--- config.mk ---
export PLATFORM = sky130hd
export DESIGN_NAME = instruction_loader
export DESIGN_NICKNAME = d
export VERILOG_FILES = /design/src/rtl/proctypes.sv /design/src/rtl/loader_timeout.sv /design/src/rtl/instruction_loader.sv
export SDC_FILE = /design/constraint.sdc
export NUM_CORES = 1
export LEC_CHECK = 0
export ABC_AREA = 1
export CORE_MARGIN = 10
export CORE_UTILIZATION = 50
export CTS_CLUSTER_SIZE = 10
export DETAILED_ROUTE_END_ITERATION = 12
export PLACE_DENSITY = 0.74
export RECOVER_POWER = 25
export REMOVE_ABC_BUFFERS = 1
export SLEW_MARGIN = 20
export SYNTH_ARGS = -nofsm -noshare
export SYNTH_HDL_FRONTEND = slang
export SYNTH_SLANG_ARGS = --single-unit
--- constraint.sdc ---
create_clock -name clk -period 5 [get_ports clk]
set_clock_uncertainty 0.15 [all_clocks]
set_input_delay 1 -clock clk [delete_from_list [all_inputs] [get_ports clk]]
set_output_delay 1 -clock clk [all_outputs]
set_load 0.005 [all_outputs]
--- src/rtl/proctypes.sv ---
// proctypes: shared instruction bank types and loader state encoding
package proctypes;
  typedef logic [31:0] InstructionAddr;
  typedef logic [15:0] Instruction;
  typedef enum logic [2:0] {IDLE, LEN_LO, LEN_HI, INST_LO, INST_HI, WRITE, CHECK} LoaderState;
  localparam logic [7:0] LOADER_SYNC_BYTE = 8'hA5;
endpackage

--- src/rtl/loader_timeout.sv ---
// loader_timeout: counts idle cycles while armed, flags expiry on the cycle the limit is reached
module loader_timeout #(
  parameter int unsigned CYCLES = 1_000_000
) (
  input  logic clk,
  input  logic rst,
  input  logic kick,
  input  logic enable,
  output logic expired
);
  localparam int W = $clog2(CYCLES + 1);
  logic [W-1:0] elapsed;
  always_ff @(posedge clk or posedge rst)
    if (rst) elapsed <= '0;
    else elapsed <= (kick || !enable) ? '0 : elapsed + 1'b1;
  assign expired = enable && !kick && elapsed == W'(CYCLES - 1);
endmodule

--- src/rtl/instruction_loader.sv ---
// instruction_loader: framed byte stream to instruction_bank writer with XOR checksum and timeout
module instruction_loader
  import proctypes::*;
#(
  parameter logic [7:0]  SYNC_BYTE      = LOADER_SYNC_BYTE,
  parameter int unsigned BANK_DEPTH     = 1024,
  parameter int unsigned TIMEOUT_CYCLES = 1_000_000
) (
  input  logic        clk,
  input  logic        rst,
  input  logic        byte_valid,
  input  logic [7:0]  byte_data,
  output logic        byte_ready,
  output logic        bank_we,
  output logic [31:0] bank_addr,
  output logic [15:0] bank_data,
  input  logic        bank_ready,
  output logic        loading,
  output logic        load_done,
  output logic        load_error,
  output logic [15:0] words_written
);
  localparam logic [15:0] DEPTH = 16'(BANK_DEPTH);
  LoaderState  state;
  logic [15:0] count;
  logic [7:0]  lo, csum;
  logic        xfer, expired;
  logic [15:0] n, next_words;
  assign xfer       = byte_valid && byte_ready;
  assign n          = {byte_data, count[7:0]};
  assign next_words = words_written + 16'd1;

  loader_timeout #(.CYCLES(TIMEOUT_CYCLES)) u_timeout (
    .clk(clk), .rst(rst), .kick(xfer),
    .enable(loading && state != WRITE), .expired(expired)
  );

  always_ff @(posedge clk or posedge rst) begin
    if (rst) begin
      state <= IDLE;
      byte_ready <= 1'b1;
      bank_we <= 1'b0;
      bank_addr <= '0;
      bank_data <= '0;
      loading <= 1'b0;
      load_done <= 1'b0;
      load_error <= 1'b0;
      words_written <= '0;
      count <= '0;
      lo <= '0;
      csum <= '0;
    end else if (expired) begin
      state <= IDLE;
      load_error <= 1'b1;
      loading <= 1'b0;
    end else begin
      case (state)
        IDLE: if (xfer && byte_data == SYNC_BYTE) begin
          state <= LEN_LO;
          load_done <= 1'b0;
          load_error <= 1'b0;
          words_written <= '0;
          csum <= '0;
          loading <= 1'b1;
        end
        LEN_LO: if (xfer) begin
          count[7:0] <= byte_data;
          state <= LEN_HI;
        end
        LEN_HI: if (xfer) begin
          count <= n;
          if (n > DEPTH) begin
            state <= IDLE;
            load_error <= 1'b1;
            loading <= 1'b0;
          end else state <= (n == '0) ? CHECK : INST_LO;
        end
        INST_LO: if (xfer) begin
          lo <= byte_data;
          csum <= csum ^ byte_data;
          state <= INST_HI;
        end
        INST_HI: if (xfer) begin
          csum <= csum ^ byte_data;
          bank_data <= {byte_data, lo};
          bank_addr <= {16'd0, words_written};
          bank_we <= 1'b1;
          byte_ready <= 1'b0;
          state <= WRITE;
        end
        WRITE: if (bank_ready) begin
          words_written <= next_words;
          bank_we <= 1'b0;
          byte_ready <= 1'b1;
          state <= (next_words == count) ? CHECK : INST_LO;
        end
        CHECK: if (xfer) begin
          load_done <= byte_data == csum;
          load_error <= byte_data != csum;
          loading <= 1'b0;
          state <= IDLE;
        end
        default: state <= IDLE;
      endcase
    end
  end
endmodule

; ---- Word level (Yosys, flattened, before mapping)
; Index checks and enable logic that the tools add are counted.
; W data, S select, Z words.
[totals]
regBits = 108
[classes]
add_sub_neg = 2
order_cmp = 1
eq_ne = 25
n_mux = 40
n_bitwise = 3
n_reduce_logical = 26
[op_table]
columns = operator, n
row1 = $mux W3, 11
row2 = $mux W16, 2
row3 = $pmux W16 S2, 1
row4 = $pmux W8 S2, 2
row5 = $mux W8, 3
row6 = $pmux W3 S7, 1
row7 = $add A20 B1 Y20 const B, 1
row8 = $eq A20 B20 Y1 const B, 1
row9 = $mux W20, 1
row10 = $reduce_and A4 Y1, 5
row11 = $add A16 B1 Y16 const B, 1
row12 = $eq A16 B16 Y1, 1
row13 = $gt A16 B11 Y1 const B, 1
row14 = $logic_not A16 Y1, 1
row15 = $ne A3 B2 Y1 const B, 5
row16 = $mux W1, 14
row17 = $ne A3 B3 Y1 const B, 4
row18 = $eq A3 B3 Y1 const B, 3
row19 = $reduce_and A3 Y1, 3
row20 = $eq A8 B8 Y1, 1
row21 = $eq A8 B8 Y1 const B, 1
row22 = $ne A8 B8 Y1, 1
row23 = $reduce_bool A2 Y1, 4
row24 = $xor A8 B8 Y8, 1
row25 = other kinds (15), 28

; ---- Depth between registers and ports, before layout
; Gate-level depths: netlist of the first run.
[logic_depth]
ltp_word = 6
ltp_mapped = 16
depth_no_buf = 16

; ---- Modules after synthesis
; From an unflattened synthesis of the first run, not the netlist that was laid out.
[hier_totals]
hier_cells = 707
hier_area_um2 = 5715.5
[modules_own_cells]
columns = mod, n_inst, cells_per_inst, area_per_inst_um2, seq_area_each_um2
row1 = instruction_loader, 1, 541, 4505.6, 2203.4
row2 = loader_timeout, 1, 166, 1209.9, 500.5

; ---- Least setup slack after synthesis of the first run
; No wires, ideal clock.
[synth_path]
path_kind = input to register
startpoint = input byte_valid
endpoint = register words_written[13]
setup_ns = 0.128
t_arrival_ns = 1.989
t_required_ns = 4.722
path_slack_ns = 2.733
path_stages = 9
cell_sequence = nand2_1 nand3_1 nor2_1 nand2_2 inv_2 nor2_1 nand2_2 buf_2 o21ai_0
[synth_via]
elab_chain_len = 6
elab_cells_between_ends = 8
[synth_lines]
columns = element, line_no
row1 = from (decl), instruction_loader.sv:11  ; input logic byte_valid,
row2 = $logic_and A1 B1 Y1 *, instruction_loader.sv:29  ; assign xfer = byte_valid && byte_ready;
row3 = $logic_not A1 Y1, loader_timeout.sv:16  ; assign expired = enable && !kick && elapsed == W'(CYCLES - 1);
row4 = $logic_and A1 B1 Y1 (2 in a row), loader_timeout.sv:16
row5 = $not A1 Y1 (no source line), --
row6 = $reduce_and A4 Y1 (no source line) *, --
row7 = to (signal assigned), instruction_loader.sv:92  ; words_written <= next_words;
row8 = to (decl), instruction_loader.sv:21  ; output logic [15:0] words_written
; Mark *: on every way between the ends. The rest lies on a longest branch, timed or not.
; A chain may end at the register's enable or synchronous reset.

; ---- Worst setup path after layout of the first run
[layout_path]
startpoint = input byte_valid
endpoint = register words_written[1]
; Same word-level chain as after synthesis.

==> results of run 1 <==
## flip-flops by register name, summed over array words and instances (netlist names)
signal,cells
loading,1
u_timeout.elapsed,20
csum,8
bank_we,1
load_done,1
bank_addr,16
lo,8
byte_ready,1
words_written,16
state,3
bank_data,16
count,16
load_error,1
## synth_stat cells (all sizes together), types with 9 or more instances
master	number
nand2	205
dfrtp	107
inv	81
nor2	72
nand3	64
o21ai	47
buf	24
o21a	24
nand4	16
nor3	11
clkbuf	10
mux2	10
o31ai	9
xnor2	9
## routing by layer
| layer | global-route usage [%] | vias up | part of all wire [%] |
|---|---|---|---|
| li1 | - | 2449 | - |
| met1 | 22.1 | 2408 | 43 |
| met2 | 29.3 | 121 | 49 |
| met3 | 3.80 | 13 | 6.0 |
| met4 | 6.43 | 0 | 1.5 |
| met5 | 0 | - | 0 |
## critical path: stages
cell and delay (ns):
dlygate4sd3_1 0.52, nand2_1 0.20, nand3_1 0.15, clkbuf_1 0.68
nor2_1 0.14, nand2_2 0.17, inv_2 0.08, nor2_1 0.17
nand2_2 0.38, nand3_1 0.21, o21ai_0 0.13
## area by class of cell
class                      instances  area (um^2)  area share, %
sequential                       108         2700           39.7
clock inverter                     4         97.6           1.43
tap                              143          179           2.63
inverter                          81          305           4.48
multi-input combinational        518         2620           38.4
clock buffer                      11          243           3.56
timing repair buffer              68          667           9.79
## stage by stage
stage          util, %  instances  hold WS (ns)  total power, mW
2_1_floorplan        -        707         0.274            0.914
4_1_cts           60.0        933         0.322             1.75
3_5_place_dp      57.0        918         0.313            0.937
5_1_grt           59.9        933         0.343             1.79
6_report          59.9        933         0.317             1.74
3_3_place_gp      57.0        918         0.290            0.936
## power groups by stage
stage | clock (mW) | sequential, mW | combinational [mW]
after CTS | 0.830 | 0.873 | 0.0476
after detailed placement | 0 | 0.890 | 0.0473
after global placement | 0 | 0.890 | 0.0463
final | 0.823 | 0.873 | 0.0459
after global routing | 0.867 | 0.873 | 0.0524
after floorplan | 0 | 0.890 | 0.0238
## cell families (layout without fill, tap and decap cells)
family,count (synthesis),count (layout),share of synthesized area [%]
compound gates,96,96,10.4
other cells,1,16,0.0648
xor+xnor,13,13,1.97
simple gates,381,381,29.4
buf+inv,115,164,9.06
mux,10,10,1.95
flops,108,108,46.7
fa+ha+maj,2,2,0.433
## how the worst max path moves through the flow
stage / startpoint / to / slack [ns] / depth (start not counted)
6_report: byte_valid / words_written[1] / 1.19 / 11
5_1_grt: byte_valid / words_written[1] / 0.87 / 11
4_1_cts: byte_valid / words_written[1] / 1.75 / 11
3_5_place_dp: byte_valid / words_written[6] / 1.42 / 10
3_3_place_gp: byte_valid / words_written[6] / 1.50 / 10
2_1_floorplan: rst / bank_addr[0] / 1.01 / 1
==> run summary, run 1 <==
Num CTS Buffers = 9
Clk sink count = 108
Largest net degree at the start of global routing = 59
Sequential Power Share = 50.1%
Full die area = 16,300 um^2
Row cnt = 39
R2R setup slack = 1.75 ns
Worst EP arrival = 3.85 ns
Gr usage total = 17.6%
Hold WC Path Type = register to register
Core area = 11,400 um^2
Chip Width = 128 um
Worst Hold Endpoint = u_timeout.elapsed[0]
Final setup viols = 0
Worst-margin pin slew = 2.46 ns
Status = finished, violations left
Clk pin slew, worst setup/hold paths = 0.07 ns
Failing checks = max-capacitance violations, max-slew violations
IO Port Bufs = 64
FFs w/ async S/R, synth = 100%
PwrDens = 256 nW/um^2
Synth unique cells = 44
Final hold violation count = 0
H-tree Lvls = 3
Drt drc = 0
Postcts setup bufs = 0
Sum Neg Setup Slack = 0 ns
Commonest non-fill, non-tap cell in the layout = nand2_1
CP Data Required Time = 5.04 ns
First-pass iteration count of the detailed router = 5
Top-area cell type share of the netlist area = 46.3%
Die Height = 128 um
Worst skew pair latency = 0.35 ns
Clock Power Share = 47.2%
Hold Buf Count CTS = 0
Leak = 3.05 nW
Initial Utilization = 50.9%
Mapped cell area = 5780 um^2
Pre-CTS setup slack = 1.42 ns
Total grt overflow = 0
Worst r2r src = state[2]
Vias in the first global route = 4,856
Max-cap violations = 1
#FFs+latches synth = 108
Wirelength per Cell = 15.1 um
Unrepaired setup endpoints after global routing = false
CTS tree = built
Yosys warnings = 0
Pint = 1.39 mW
Worst Setup End Kind = register
RePlAce Congestion = 0.916
Cts repair resizes = 0
Initial drt markers = 409
Net Switching = 0.356 mW
Area growth, synth to finish = 17.8%
Clk root buf = clkbuf_16
Remaining antenna violation count = 0
Synth area leaders = dfrtp_1 (46%), nand2_1 (13%), nand3_1 (5.5%), inv_1 (5.0%), nor2_1 (3.8%)
Syn Area/Cell = 7.97 um^2
Crit path kind = input pin to register
Gate Count Post-Synth = 726
Worst setup margin = 1.19 ns
Combinational Power Share = 2.6%
Clock buffer depth = 2
First-pass GRT wire length = 23.8 mm
# fillers = 1,018
Largest area contributor in the netlist = dfrtp_1
Ports = 81
Switching Share = 20.4%
Max-slew headroom = -64.7%
Post-synth EDFFs = 0
Peak Freq = 0.262 GHz
Vias = 4,991
Most used flip-flop cell after synthesis = dfrtp_1
Most frequent cells in the layout = nand2_1 (198), dfrtp_1 (107), inv_1 (76)
Area post-placement = 6480 um^2
Period Utilization, post-route = 76.2%
Via/cell ratio = 5.35
Cell area after layout = 6810 um^2
Sequential element share of the synthesized area = 46.7%
Drt total wl = 14.1 mm
Number of diodes = 0
Maximum vdd drop = 0.144 mV
R2R depth = 10
Initial antenna violation count = 0
FF-to-FF End = words_written[1]
Post-DP HPWL = 10.6 mm
Startpoint class of the critical path = input pin
Worst-path maximum fanout = 33
Max-slew violations = 59
Share of cells above drive strength 1 = 7.72%
Final Net Count = 800
Final Critical Period = 3.81 ns
Hold path depth = 1
Worst Hold Launch = u_timeout.elapsed[0]
No activity file was read; power rests on OpenSTA's default activity.
==> run 2, diff against run 1 <==
--- a/config.mk
+++ b/config.mk
@@ -10,7 +10,7 @@
 export CORE_UTILIZATION = 50
 export CTS_CLUSTER_SIZE = 10
 export DETAILED_ROUTE_END_ITERATION = 12
-export PLACE_DENSITY = 0.74
+export PLACE_DENSITY = 0.77
 export RECOVER_POWER = 25
 export REMOVE_ABC_BUFFERS = 1
 export SLEW_MARGIN = 20
==> constraint.sdc (replaced) <==
create_clock -name clk -period 3.2 [get_ports clk]
set_clock_uncertainty 0.15 [all_clocks]
set_input_delay 0.64 -clock clk [delete_from_list [all_inputs] [get_ports clk]]
set_output_delay 0.64 -clock clk [all_outputs]
set_load 0.005 [all_outputs]
==> run 2 against run 1 <==
Final cell count increased by 0.54%. The flow now finishes without violations. Combinational power rose by 63%. Sequential share of layout area fell by 0.14 points.
==> run summary, run 2 (same netlist as run 1, synthesis figures left out) <==
Final hold violation count = 0 (unchanged)
Worst Setup End Kind = register
Worst-path maximum fanout = 21 (-36%)
Cts repair resizes = 0 (unchanged)
CTS tree = built
Number of diodes = 0 (unchanged)
Ports = 81 (unchanged)
Full die area = 16,300 um^2 (unchanged)
Peak Freq = 0.409 GHz
Share of cells above drive strength 1 = 8.43% (+0.71 points)
RePlAce Congestion = 0.940 (+2.6%)
Final setup viols = 0 (unchanged)
CP max-delay cell = dfrtp_1
Hold Buf Count CTS = 0 (unchanged)
Maximum vdd drop = 0.291 mV (+100%)
Worst setup margin = 0.755 ns (-0.434 ns)
Pre-CTS setup slack = 0.500 ns (-0.922 ns)
Final Critical Period = 2.44 ns
Sum Neg Setup Slack = 0 ns (unchanged)
H-tree Lvls = 3 (unchanged)
Commonest non-fill, non-tap cell in the layout = nand2_1
Startpoint class of the critical path = register
Postcts setup bufs = 0 (unchanged)
Num CTS Buffers = 9 (unchanged)
Initial drt markers = 445 (+8.8%)
Hold WC Path Type = register to register
Via/cell ratio = 5.49 (+2.5%)
First-pass iteration count of the detailed router = 7 (+2)
PwrDens = 388 nW/um^2 (+52%)
Clk sink count = 108 (unchanged)
Worst-margin pin slew = 1.23 ns (-1.23 ns)
Clk pin slew, worst setup/hold paths = 0.07 ns (about the same)
Drt total wl = 14.4 mm (+2.4%)
Leak = 3.07 nW (+0.75%)
Remaining antenna violation count = 0 (unchanged)
Max-slew headroom = 18.1% (+83 points)
Worst skew pair latency = 0.35 ns (about the same)
Area growth, synth to finish = 18.2%
Die Height = 128 um (unchanged)
Buf/Inv on CP = 3 (unchanged)
Vias = 5,145 (+3.1%)
Period Utilization, post-route = 76.4%
Chip Width = 128 um (unchanged)
CP Data Required Time = 3.31 ns (-1.73 ns)
Max-cap violations = 0 (-1)
Total grt overflow = 0 (unchanged)
Initial antenna violation count = 0 (unchanged)
First-pass GRT wire length = 24.2 mm (+1.8%)
Clock buffer depth = 2 (unchanged)
Gr usage total = 17.9% (+0.30 points)
Unrepaired setup endpoints after global routing = false
Post-DP HPWL = 10.9 mm (+2.5%)
Largest net degree at the start of global routing = 57 (-3.4%)
Max-slew violations = 0 (-100%)
Vias in the first global route = 4,886 (+0.62%)
Drt drc = 0 (unchanged)
Clk root buf = clkbuf_16
Worst EP arrival = 2.56 ns (-1.29 ns)
Core area = 11,400 um^2 (unchanged)
Initial Utilization = 50.9% (unchanged)
Max reg flops = 20 (unchanged)
Most frequent cells in the layout = nand2_1 (198), dfrtp_1 (107), inv_1 (76)
Row cnt = 39 (unchanged)
# fillers = 1,027 (+0.88%)
Status = complete, no violations
Crit path max-delay family = simple AND/OR/NAND/NOR gates
Biggest register = u_timeout.elapsed
Final Net Count = 804 (+0.50%)
Crit path kind = register to register
CP cell instances = ha_1, nand2_1, nor2_2, inv_2, nor2_2, nand3_1, nor2_1, nand2_2, inv_2, nor2_1, nand2_2, buf_4, nand3_1, o21ai_0
Wirelength per Cell = 15.4 um (+1.9%)
IO Port Bufs = 64 (unchanged)
CP peak stage delay = 0.37 ns (-0.31 ns)
run 2: cell count changes in the layout (fill, tap and decap cells not counted), sizes merged, moves of 2 or more:
cell / delta
clkbuf: -2
inv: +3
clkinv: +2
buf: +4
run 2: through the flow:
stage          power (mW)  std cells  area, um^2  hold slack [ns]  utilization (%)
2_1_floorplan        1.43        707        5620            0.274                -
4_1_cts              2.68        938        6840            0.313             60.2
3_3_place_gp         1.47        922        6520            0.287             57.3
6_report             2.66        938        6840            0.310             60.1
5_1_grt              2.74        938        6840            0.334             60.1
3_5_place_dp         1.47        922        6520            0.303             57.3
run 2: where the power goes:
group,switching (mW),total (mW),leakage [nW],internal (mW)
Clock,0.526,1.22,0.158,0.692
Sequential,0,1.36,1.50,1.36
Combinational,0.0533,0.0746,1.42,0.0213
run 2: final timing paths:
kind / start / endpoint / slack (ns) / depth (start not counted)
max: u_timeout.elapsed[0] / words_written[9] / 0.76 / 14
min: u_timeout.elapsed[0] / u_timeout.elapsed[0] / 0.31 / 1
max reg2reg: u_timeout.elapsed[0] / words_written[9] / 0.76 / 14
min reg2reg: u_timeout.elapsed[0] / u_timeout.elapsed[0] / 0.31 / 1
max in group asynchronous: rst / u_timeout.elapsed[18] / 1.16 / 3
min in group asynchronous: rst / bank_data[10] / 0.89 / 2
run 2: worst reg2reg max path, delay by kind of cell (launching register included):
family / cells / cell delay, ns
simple gates: 9 / 1.13
buf+inv: 3 / 0.43
flops: 1 / 0.37
fa+ha+maj: 1 / 0.18
compound gates: 1 / 0.11
run 2: per-layer routing:
metal  vias to the layer above  wire length [um]  global-route usage, %  share of wire, %
met5                         -                 0                      0                 0
met4                         0               156                   4.35               1.1
met3                        17              1260                   4.88               8.7
met2                       206              6740                   28.5                47
met1                      2456              6280                   23.7                43
li1                       2466                 -                      -                 -
run 2: final cells by class:
class	count	area (um^2)	share of cell area [%]
well taps	143	179	2.62
multi-input cells	518	2620	38.3
clock buffers	9	225	3.29
flip-flops and latches	108	2700	39.5
repair buffers	72	709	10.4
clock inverters	7	97.6	1.43
inverters	81	304	4.45
==> run 3, diff against run 2 <==
--- a/config.mk
+++ b/config.mk
@@ -10,7 +10,7 @@
 export CORE_UTILIZATION = 50
 export CTS_CLUSTER_SIZE = 10
 export DETAILED_ROUTE_END_ITERATION = 12
-export PLACE_DENSITY = 0.77
+export PLACE_DENSITY = 0.74
 export RECOVER_POWER = 25
 export REMOVE_ABC_BUFFERS = 1
 export SLEW_MARGIN = 20
==> constraint.sdc (replaced) <==
create_clock -name clk -period 2.32 [get_ports clk]
set_clock_uncertainty 0.15 [all_clocks]
set_input_delay 0.464 -clock clk [delete_from_list [all_inputs] [get_ports clk]]
set_output_delay 0.464 -clock clk [all_outputs]
set_load 0.005 [all_outputs]
==> run 3 against run 2 <==
Global-route usage increased by 0.99 points. Via count rose by 0.39%. Critical path depth fell by 1. Total power rose by 37%. Maximum frequency rose by 14%. Die area did not move. Flip-flop and latch count unchanged. Combinational power increased by 57%. Sequential power increased by 38%. Final cell count is 3.6% higher. Routed wire length is 6.2% higher. Critical endpoint is now loading.
==> run summary, run 3 (same netlist as run 1, synthesis figures left out) <==
Worst setup margin = 0.180 ns (-0.575 ns)
Clk sink count = 108 (unchanged)
Post-DP HPWL = 11.5 mm (+5.7%)
Row cnt = 39 (unchanged)
Area growth, synth to finish = 25.2%
Cell area after layout = 7240 um^2 (+5.9%)
Total grt overflow = 0 (unchanged)
Worst skew pair latency = 0.36 ns (about the same)
Clock buffer depth = 2 (unchanged)
Crit path kind = register to register
Worst Hold Endpoint = u_timeout.elapsed[0]
Clk root buf = clkbuf_16
Hold slack = 0.316 ns (+0.00551 ns)
Worst r2r src = u_timeout.elapsed[0]
Leak = 3.27 nW (+6.3%)
Number of diodes = 0 (unchanged)
Pre-CTS setup slack = -0.0941 ns (-0.594 ns)
CTS tree = built
Max-slew violations = 0 (unchanged)
Post-route insts no fill = 972 (+3.6%)
PwrDens = 502 nW/um^2 (+29%)
CP Data Required Time = 2.41 ns (-0.90 ns)
Chip Width = 128 um (unchanged)
Multi-input logic area = 2690 um^2 (+2.8%)
Maximum vdd drop = 0.519 mV (+78%)
Pwr Total = 3.63 mW (+37%)
RePlAce Congestion = 0.909 (-3.3%)
Layout Utilization = 63.7% (+3.5 points)
Startpoint class of the critical path = register
Drt total wl = 15.3 mm (+6.2%)
Ports = 81 (unchanged)
Register area = 2710 um^2 (about the same)
Final Critical Period = 2.14 ns (-0.305 ns)
FF-to-FF End = loading
First-pass iteration count of the detailed router = 5 (-2)
Initial Utilization = 50.9% (unchanged)
IO Port Bufs = 64 (unchanged)
Hold path depth = 1 (unchanged)
Via/cell ratio = 5.31 (-3.1%)
Die Height = 128 um (unchanged)
Wirelength per Cell = 15.8 um (+2.5%)
Placed Cells = 947 (+2.7%)
Biggest register = u_timeout.elapsed
Num CTS Buffers = 9 (unchanged)
Initial antenna violation count = 0 (unchanged)
Final setup viols = 0 (unchanged)
Area post-placement = 6770 um^2 (+3.8%)
Largest net degree at the start of global routing = 38 (-33%)
Hold WC Path Type = register to register
First-pass GRT wire length = 25.3 mm (+4.5%)
Vias = 5,165 (+0.39%)
Most frequent cells in the layout = nand2_1 (197), dfrtp_1 (106), inv_1 (75)
Max-slew headroom = 32.6% (+15 points)
Worst Hold Launch = u_timeout.elapsed[0]
Final Net Count = 838 (+4.2%)
Max reg flops = 20 (unchanged)
Unrepaired setup endpoints after global routing = true
Final hold violation count = 0 (unchanged)
Period Utilization, post-route = 92.2% (+16 points)
Remaining antenna violation count = 0 (unchanged)
Hold Buf Count CTS = 0 (unchanged)
Drt drc = 0 (unchanged)
R2R depth = 13 (-1)
Clk pin slew, worst setup/hold paths = 0.08 ns (about the same)
Gr usage total = 18.9% (+0.99 points)
Full die area = 16,300 um^2 (unchanged)
Max-cap violations = 0 (unchanged)
Worst Setup End Kind = register
Sum Neg Setup Slack = 0 ns (unchanged)
Commonest non-fill, non-tap cell in the layout = nand2_1
Worst EP arrival = 2.23 ns (-0.33 ns)
Vias in the first global route = 5,171 (+5.8%)
Status = complete, no violations
H-tree Lvls = 3 (unchanged)
R2R setup slack = 0.18 ns (-0.57 ns)
Initial drt markers = 458 (+2.9%)
Worst-path maximum fanout = 4 (-81%)
Peak Freq = 0.467 GHz (+14%)
Worst-margin pin slew = 1.01 ns (-0.223 ns)
Core area = 11,400 um^2 (unchanged)
# fillers = 1,009 (-1.8%)
Share of cells above drive strength 1 = 14.1% (+5.7 points)
## run 3: cell count changes in the layout (fill, tap and decap cells not counted), sizes merged
cell	before	now
clkbuf	10	13
clkinvlp	1	2
buf	7	38
bufinv	2	1
inv	83	85
clkinv	2	0
## run 3: worst max-delay path by stage
stage                                 end                  from  depth (start not counted)
floorplan                    bank_addr[0]                   rst                          1
finish                            loading  u_timeout.elapsed[0]                         13
global placement                 state[0]            byte_valid                         11
CTS                 u_timeout.elapsed[14]  u_timeout.elapsed[0]                         11
detailed placement             load_error            byte_valid                         10
global route                      loading  u_timeout.elapsed[0]                         13
## run 3: worst max-delay path, cell delays in order, from the launching register on
cell	delay, ns
dfrtp_1	0.37
ha_2	0.19
nand2_2	0.07
nor2_4	0.13
inv_2	0.06
nor2_4	0.13
nand3_2	0.12
nor2_2	0.13
nand2_2	0.07
buf_6	0.14
o21ai_0	0.09
o211ai_1	0.19
nand2_1	0.10
o21ai_0	0.07
## run 3: repair_timing
item,4_1_cts,5_1_grt
gates resized for setup,0,24
setup endpoints to repair,0,23
buffers inserted,0,7
## run 3: layout make-up
type | instances | share of cell area, %
flip-flops and latches | 108 | 37.4
clock inverters | 7 | 1.18
well taps | 143 | 2.47
multi-input cells | 518 | 37.2
inverters | 81 | 4.27
clock buffers | 9 | 3.11
repair buffers | 106 | 14.4
## run 3: layer usage
metal / wire (um) / share of wire [%] / up-vias / global-route usage (%)
met4: 422 / 2.8 / 0 / 8.91
li1: - / - / 2538 / -
met5: 0 / 0 / - / 0
met1: 6420 / 42 / 2452 / 22.3
met3: 873 / 5.7 / 34 / 4.22
met2: 7620 / 50 / 141 / 32.0
## run 3: report_power, final
part	internal (mW)	switching [mW]	total [mW]
clock network	0.866	0.769	1.63
registers	1.88	0	1.88
logic	0.0376	0.0792	0.117
